===== config.mk =====
export PLATFORM = sky130hd
export DESIGN_NAME = fetch_unit
export DESIGN_NICKNAME = d
export VERILOG_FILES = /design/src/rtl/cpu_pkg.sv /design/src/rtl/phase_counter.sv /design/src/rtl/fetch_unit.sv
export SDC_FILE = /design/constraint.sdc
export NUM_CORES = 1
export LEC_CHECK = 0
export CORE_MARGIN = 4
export CORE_UTILIZATION = 45
export CTS_CLUSTER_DIAMETER = 40
export CTS_CLUSTER_SIZE = 28
export DETAILED_ROUTE_END_ITERATION = 8
export HOLD_SLACK_MARGIN = 0.06
export PLACE_DENSITY_LB_ADDON = 0.05
export SYNTH_ARGS = -nofsm -noshare
export SYNTH_HDL_FRONTEND = slang
export SYNTH_HIERARCHICAL = 1
export SYNTH_SLANG_ARGS = --single-unit

===== constraint.sdc =====
create_clock -name clk -period 1.55 [get_ports clk]
set_input_delay 0.3875 -clock clk [delete_from_list [all_inputs] [get_ports clk]]
set_output_delay 0.3875 -clock clk [all_outputs]
set_load 0.03 [all_outputs]

===== src/rtl/cpu_pkg.sv =====
// cpu_pkg -- shared definitions for the fetch datapath and its controller.
//   DATA_W / ADDR_W / PHASE_W : datapath, address and phase widths
//   HLT..JMP                  : 3-bit opcode constants carried in IR[7:5]
//   fsm_state_t               : RUN / HALTED state encoding of the phase FSM
package cpu_pkg;

  localparam int unsigned DATA_W  = 8;
  localparam int unsigned ADDR_W  = 5;
  localparam int unsigned PHASE_W = 3;

  localparam logic [2:0] HLT = 3'd0;
  localparam logic [2:0] SKZ = 3'd1;
  localparam logic [2:0] ADD = 3'd2;
  localparam logic [2:0] AND = 3'd3;
  localparam logic [2:0] XOR = 3'd4;
  localparam logic [2:0] LDA = 3'd5;
  localparam logic [2:0] STO = 3'd6;
  localparam logic [2:0] JMP = 3'd7;

  typedef enum logic {
    ST_RUN    = 1'b0,
    ST_HALTED = 1'b1
  } fsm_state_t;

  // Phase loaded on entry to HALTED.
  localparam logic [PHASE_W-1:0] HALT_PHASE = 3'd5;

endpackage


===== src/rtl/phase_counter.sv =====
// phase_counter -- instruction phase counter with RUN/HALTED control FSM.
//   clk, rst (async, active high)
//   halt    : RUN -> HALTED, phase forced to 5
//   resume  : HALTED -> RUN, phase restarts at 0
//   stall   : in RUN at phase 1, hold phase (halt still wins)
//   phase   : current phase 0..7, wraps 7 -> 0
//   halted  : registered, high exactly while in HALTED
module phase_counter
  import cpu_pkg::*;
(
  input  logic               clk,
  input  logic               rst,
  input  logic               halt,
  input  logic               resume,
  input  logic               stall,
  output logic [PHASE_W-1:0] phase,
  output logic               halted
);

  fsm_state_t state;

  always_ff @(posedge clk or posedge rst) begin
    if (rst) begin
      state  <= ST_RUN;
      phase  <= '0;
      halted <= 1'b0;
    end else begin
      case (state)
        ST_RUN: begin
          if (halt) begin
            state  <= ST_HALTED;
            phase  <= HALT_PHASE;
            halted <= 1'b1;
          end else if (!(stall && phase == 3'd1)) begin
            phase <= phase + 3'd1;
          end
        end
        ST_HALTED: begin
          if (resume) begin
            state  <= ST_RUN;
            phase  <= '0;
            halted <= 1'b0;
          end
        end
        default: begin
          state  <= ST_RUN;
          phase  <= '0;
          halted <= 1'b0;
        end
      endcase
    end
  end

endmodule


===== src/rtl/fetch_unit.sv =====
// fetch_unit -- program counter, instruction register and address mux,
// sequenced by the phase_counter sub-module.
//   clk, rst (async, active high)
//   halt, resume          : FSM control from the controller
//   inc_pc, ld_pc, ld_ir  : PC/IR update strobes (ignored while halted)
//   sel                   : addr source, 1 = PC, 0 = IR operand
//   data_in [7:0]         : memory read data
//   mem_ready             : only when FETCH_STALL_EN is defined; low stalls phase 1
//   phase [2:0], opcode [2:0], addr [4:0], pc [4:0], halted
// Optional feature macro: FETCH_STALL_EN (memory-stall at phase 1).
module fetch_unit
  import cpu_pkg::*;
(
  input  logic               clk,
  input  logic               rst,
  input  logic               halt,
  input  logic               inc_pc,
  input  logic               ld_pc,
  input  logic               ld_ir,
  input  logic               sel,
  input  logic               resume,
`ifdef FETCH_STALL_EN
  input  logic               mem_ready,
`endif
  input  logic [DATA_W-1:0]  data_in,
  output logic [PHASE_W-1:0] phase,
  output logic [2:0]         opcode,
  output logic [ADDR_W-1:0]  addr,
  output logic [ADDR_W-1:0]  pc,
  output logic               halted
);

  logic [DATA_W-1:0] ir;
  logic              stall;

`ifdef FETCH_STALL_EN
  assign stall = ~mem_ready;
`else
  assign stall = 1'b0;
`endif

  phase_counter u_phase_counter (
    .clk    (clk),
    .rst    (rst),
    .halt   (halt),
    .resume (resume),
    .stall  (stall),
    .phase  (phase),
    .halted (halted)
  );

  // Gating on the registered halted flag lets the halting edge itself
  // still apply a coinciding increment or load.
  always_ff @(posedge clk or posedge rst) begin
    if (rst) begin
      pc <= '0;
      ir <= '0;
    end else if (!halted) begin
      if (ld_pc)
        pc <= ir[ADDR_W-1:0];
      else if (inc_pc)
        pc <= pc + 5'd1;
      if (ld_ir)
        ir <= data_in;
    end
  end

  assign addr   = sel ? pc : ir[ADDR_W-1:0];
  assign opcode = ir[7:5];

endmodule


# Yosys cells after proc, flatten, opt, wreduce, memory -nomap -nowiden
# Cells that the tools add are included.
# op_classes
bitwise	2
mul	0
n_lt_le_gt_ge	0
reduce_logical	4
addsub	2
shift	0
div	0
eq_ne	2
mux	12
# ops
operator	n
5-bit 2-to-1 mux	3
3-bit 2-to-1 mux	2
3-bit case mux with 2 select lines	1
2-bit AND reduction	3
5-bit by 1-bit adder with 5-bit output (second input constant)	1
1-bit 2-to-1 mux	4
2-bit inequality test (second input constant)	2
1-bit case mux with 2 select lines	2
3-bit by 1-bit adder with 3-bit output (second input constant)	1
1-bit inverter	2
2-bit nonzero test	1
# word_totals
latch_bits	0
mem_bits_ro	0
reg_bits	18
input_bits	16
out_inout_bits	17
ramBits	0
mem_count	0
word_cells	27

# Longest topological paths before layout
# depth
depth_word	3
depth_mapped	5
depth_no_buf	5

# Modules after synthesis
# The synthesis kept the hierarchy.
# by_module_without_submodules
module	area_each_um2	seq_area_each_um2	cells_each	instances
fetch_unit	699.4	325.3	61	1
phase_counter	311.5	125.1	29	1

# Worst setup path after synthesis
# No wires, ideal clock.
# synth_timing
path_type	register -> register
startpoint	register pc[0]
endpoint	register pc[4]
t_arrival_ps	1234
required_ps	1424
setup_ps	126
slack_ps	190
stages_incl_launch_ff	5
synth_period_minus_slack_ps	1360
path_buffers	0
cell_sequence	dfrtp_1 -> ha_1 -> nand4_1 -> nor4_1 -> a311o_1
# synth_via
elab_chain_cells	3
# synth_rtl
item	line	rtl
from (decl)	fetch_unit.sv:29	output logic [ADDR_W-1:0] pc,
from (signal assigned)	fetch_unit.sv:60	pc <= ir[ADDR_W-1:0];
from (signal assigned)	fetch_unit.sv:62	pc <= pc + 5'd1;
5-bit by 1-bit adder with 5-bit output	fetch_unit.sv:62	
5-bit 2-to-1 mux	fetch_unit.sv:61	else if (inc_pc)
5-bit 2-to-1 mux	fetch_unit.sv:59	if (ld_pc)
# Every way passes these cells. The select of a mux whose other input is x is not followed.
# A chain may end at the register's enable or synchronous reset.

# Final worst setup path
# layout_timing
startpoint	register pc[4]
endpoint	output port addr[4]
# layout_via
elab_chain_cells	1
# layout_rtl
item	line	rtl
5-bit 2-to-1 mux	fetch_unit.sv:68	assign addr = sel ? pc : ir[ADDR_W-1:0];
to (decl)	fetch_unit.sv:28	output logic [ADDR_W-1:0] addr,
# Every way passes these cells.

==> run_results.csv <==
group,metric,value,unit
worst_setup_path,timing.rr.end,"pc[4]",
die,die_h,55.40,um
clock_tree,clock_path_buffers,2,
timing,period_minus_slack,1.540,ns
clock_tree,holdBufCountCts,0,
clock_tree,worstSkewPairLatency,0.29,ns
drt,via_per_inst,5.171,
die,placementRows,16,
worst_setup_path,path_cells,"mux2_4, buf_6",
die,io_pins,33,
worst_setup_path,cp_slowest_cell,"dfrtp_1",
place,port_buffers,32,
grt,grt_usage,0.1596,
worst_setup_path,worstReg2RegStart,"pc[0]",
timing,final_hold_viol_count,0,
clock_tree,clk_pin_slew,0.10,ns
cells_and_area,antenna_cells,0,
clock_tree,cts_max_level,1,
pwr,p_leak,0.7103,nW
grt,grt_pass1_vias,852,
timing,skew,0.0007343,ns
synthesis,synthCells,90,
clock_tree,clock_sinks,18,
worst_setup_path,cp_max_fo,5,
die,dieArea,3069,um2
cells_and_area,final_area,1468,um2
drt,drt_iter0_drc,25,
place,placed_area,1429,um2
drt,routed-via-count,848,
hold_path,hold_class,"input port to async pin",
grt,grt_antenna_before_repair,0,
grt,grt_max_degree,14,
synthesis,ys_seq_elements,18,
worst_setup_path,startpoint_type,"register",
cells_and_area,fin_nets,157,
drt,drt-pass1-iter-count,4,
worst_setup_path,regToRegSetupSlack,0.18,ns
job,maxCapViolCount,0,
worst_setup_path,critPathTopFamily,"flip-flops",
pwr,p_total,2.276,mW
place,dp_hpwl,1.811,mm
timing,fmaxAchievable,0.6494,GHz
worst_setup_path,cp.buffers_inverters,1,
pwr,p_sw_frac,0.4059,
pwr,peakVddDrop,0.9918,mV
worst_setup_path,worst-setup-path-type,"register to output pin",
place,gp_congestion,0.7543,
drt,wl,2.217,mm
clock_tree,cts_tree,"done",
timing,setup_viol_count_final,0,
synthesis,synth_area,1011,um2
clock_tree,root_buffer,"clkbuf_4",
pwr,p_comb_frac,0.553,
run_status,outcome,"finished clean",
pwr,seqPwrFrac,0.320,
pwr,clkPwrFrac,0.126,
pwr,net-switching-power,0.9239,mW
drt,route.detailed.drc,0,
worst_setup_path,worst_ep_arrival_time,1.15,ns
worst_setup_path,worst_path_largest_cell_delay,0.44,ns
timing,grt_setup_unrepaired,"true",
pwr,powerDensity,1551,nW/um2
worst_setup_path,r2r_cells,5,
grt,grt_pass1_wl,3.953,mm
cells_and_area,drive_above_1_share,0.3504,
drt,post_drt_wl_per_cell,13.52,um
pwr,intPower,1.352,mW
cells_and_area,fin_util,0.7188,
worst_setup_path,required,1.16,ns
worst_setup_path,cp-end-kind,"output pin",
clock_tree,numCtsBuffers,3,
cells_and_area,area_growth,45.17,%
die,coreArea,2042,um2
worst_setup_path,cp.depth,2,
timing,fin_crit_sh,0.9934,
timing,maxSlewViolCount,0,
worst_setup_path,crit_start,"pc[4]",
worst_setup_path,crit_end,"addr[4]",
grt,grt_overflow,0,
die,initial_core_util,0.4951,
synthesis,yosysUniqueCellTypes,31,
synthesis,syn_avg_cell_area,11.23,um2
die,chipWidth,55.40,um
synthesis,yosysSeqAreaShare,0.4455,
synthesis,synth_warnings,6,
drt,ant_nets,0,
## power by group through the flow
stage               registers, mW  clock network (mW)  logic (mW)
finish                      0.729               0.288        1.26
global route                0.751               0.318        1.36
CTS                         0.728               0.296        1.22
detailed placement          0.740                   0        1.29
global placement            0.729                   0        1.26
floorplan                   0.911                   0       0.558
## metrics by stage
stage | TNS, ns | cells | hold WS [ns] | worst slack, ns
after floorplan | 0 | 91 | 0.1660 | 0.1900
after global placement | -4.076 | 159 | 0.4910 | -0.7742
after detailed placement | -4.347 | 159 | 0.4985 | -0.8060
after CTS | -0.09716 | 163 | 0.3281 | -0.09716
after global routing | -0.08548 | 164 | 0.3160 | -0.04457
final | 0 | 164 | 0.3267 | 0.01017
## how the worst min path moves through the flow
stage	startpoint	endpoint	cells after the start
after floorplan	rst	u_phase_counter/halted	1
after global placement	ir[6]	ir[6]	1
after detailed placement	ir[5]	ir[5]	1
after CTS	rst	u_phase_counter/state	2
after global routing	rst	u_phase_counter/state	2
final	rst	u_phase_counter/halted	2
## Yosys cell counts
library cell,n,share of area
nor2b_1,2,0.012
a22o_1,2,0.017
nand3b_4,1,0.020
a22oi_1,1,0.0074
mux2i_1,1,0.0099
a311o_1,2,0.020
o2bb2ai_1,1,0.0087
o221ai_1,1,0.0087
nor2_8,1,0.020
o21a_1,1,0.0074
a21oi_1,5,0.025
and2_1,1,0.0062
ha_1,3,0.037
buf_6,2,0.022
and3b_1,1,0.0087
a31oi_1,2,0.012
o22ai_1,1,0.0062
nand2b_4,1,0.014
nor4_1,2,0.012
buf_4,3,0.022
o21ai_0,4,0.020
nand4_1,2,0.012
inv_1,7,0.026
dfrtp_1,18,0.45
buf_2,2,0.0099
nand2_1,5,0.019
o21bai_1,1,0.0074
mux2_2,13,0.14
nor2_1,2,0.0074
nand3b_1,1,0.0074
conb_1,1,0.0037
## metal layers
layer  GRT usage  up-vias  part of all wire
met5           0        -                 0
met4     0.04514        0                 0
met3     0.04429        0             0.062
met2      0.2703       23              0.47
met1      0.1971      408              0.47
li1            -      417                 -
## state kept, by name (all words and copies together), names as in the netlist
register	flops
u_phase_counter/halted	1
ir	8
pc	5
u_phase_counter/phase	3
u_phase_counter/state	1
## layout by cell type (no fill, tap or decap), types with 2 or more instances in the layout
| master | synthesis | layout |
|---|---|---|
| clkdlybuf4s50_1 | 0 | 14 |
| a21oi_1 | 5 | 5 |
| clkbuf_4 | 0 | 3 |
| a22o_1 | 2 | 2 |
| nand4_1 | 2 | 2 |
| mux2_2 | 13 | 10 |
| mux2_4 | 0 | 3 |
| nor2_1 | 2 | 2 |
| a31oi_1 | 2 | 2 |
| nand2_1 | 5 | 5 |
| nor2b_1 | 2 | 2 |
| conb_1 | 1 | 2 |
| ha_1 | 3 | 3 |
| a311o_1 | 2 | 2 |
| dfrtp_1 | 18 | 18 |
| clkdlybuf4s15_2 | 0 | 2 |
| inv_1 | 7 | 7 |
| dlygate4sd2_1 | 0 | 7 |
| buf_4 | 3 | 19 |
| nor4_1 | 2 | 2 |
| buf_6 | 2 | 4 |
| o21ai_0 | 4 | 4 |
| buf_2 | 2 | 3 |
## cell type report
type	count	area, um2
Inverter	7	26.28
Fill cell	161	574.3
Timing Repair Buffer	49	426.7
Multi-Input combinational cell	59	494.2
Sequential cell	18	450.4
Clock buffer	4	36.28
Tap cell	27	33.78
## cell families (layout without fill, tap and decap cells)
| logic type | after synthesis | in the layout | share of synthesized area |
|---|---|---|---|
| flip-flops | 18 | 18 | 0.4455 |
| AO/OA/AOI/OAI | 21 | 21 | 0.1399 |
| adder cells (fa/ha/maj) | 3 | 3 | 0.03713 |
| multiplexers | 14 | 14 | 0.1547 |
| AND/OR/NAND/NOR | 19 | 19 | 0.1386 |
| other | 1 | 2 | 0.003709 |
| buffers and inverters | 14 | 60 | 0.08045 |
## repair_timing
| action | CTS | global route |
|---|---|---|
| buffers inserted | 0 | 1 |
| setup endpoints to repair | 15 | 7 |
| gates resized for setup | 46 | 15 |
| hold endpoints to repair | 0 | 0 |
Power figures use the tool's default switching activity.
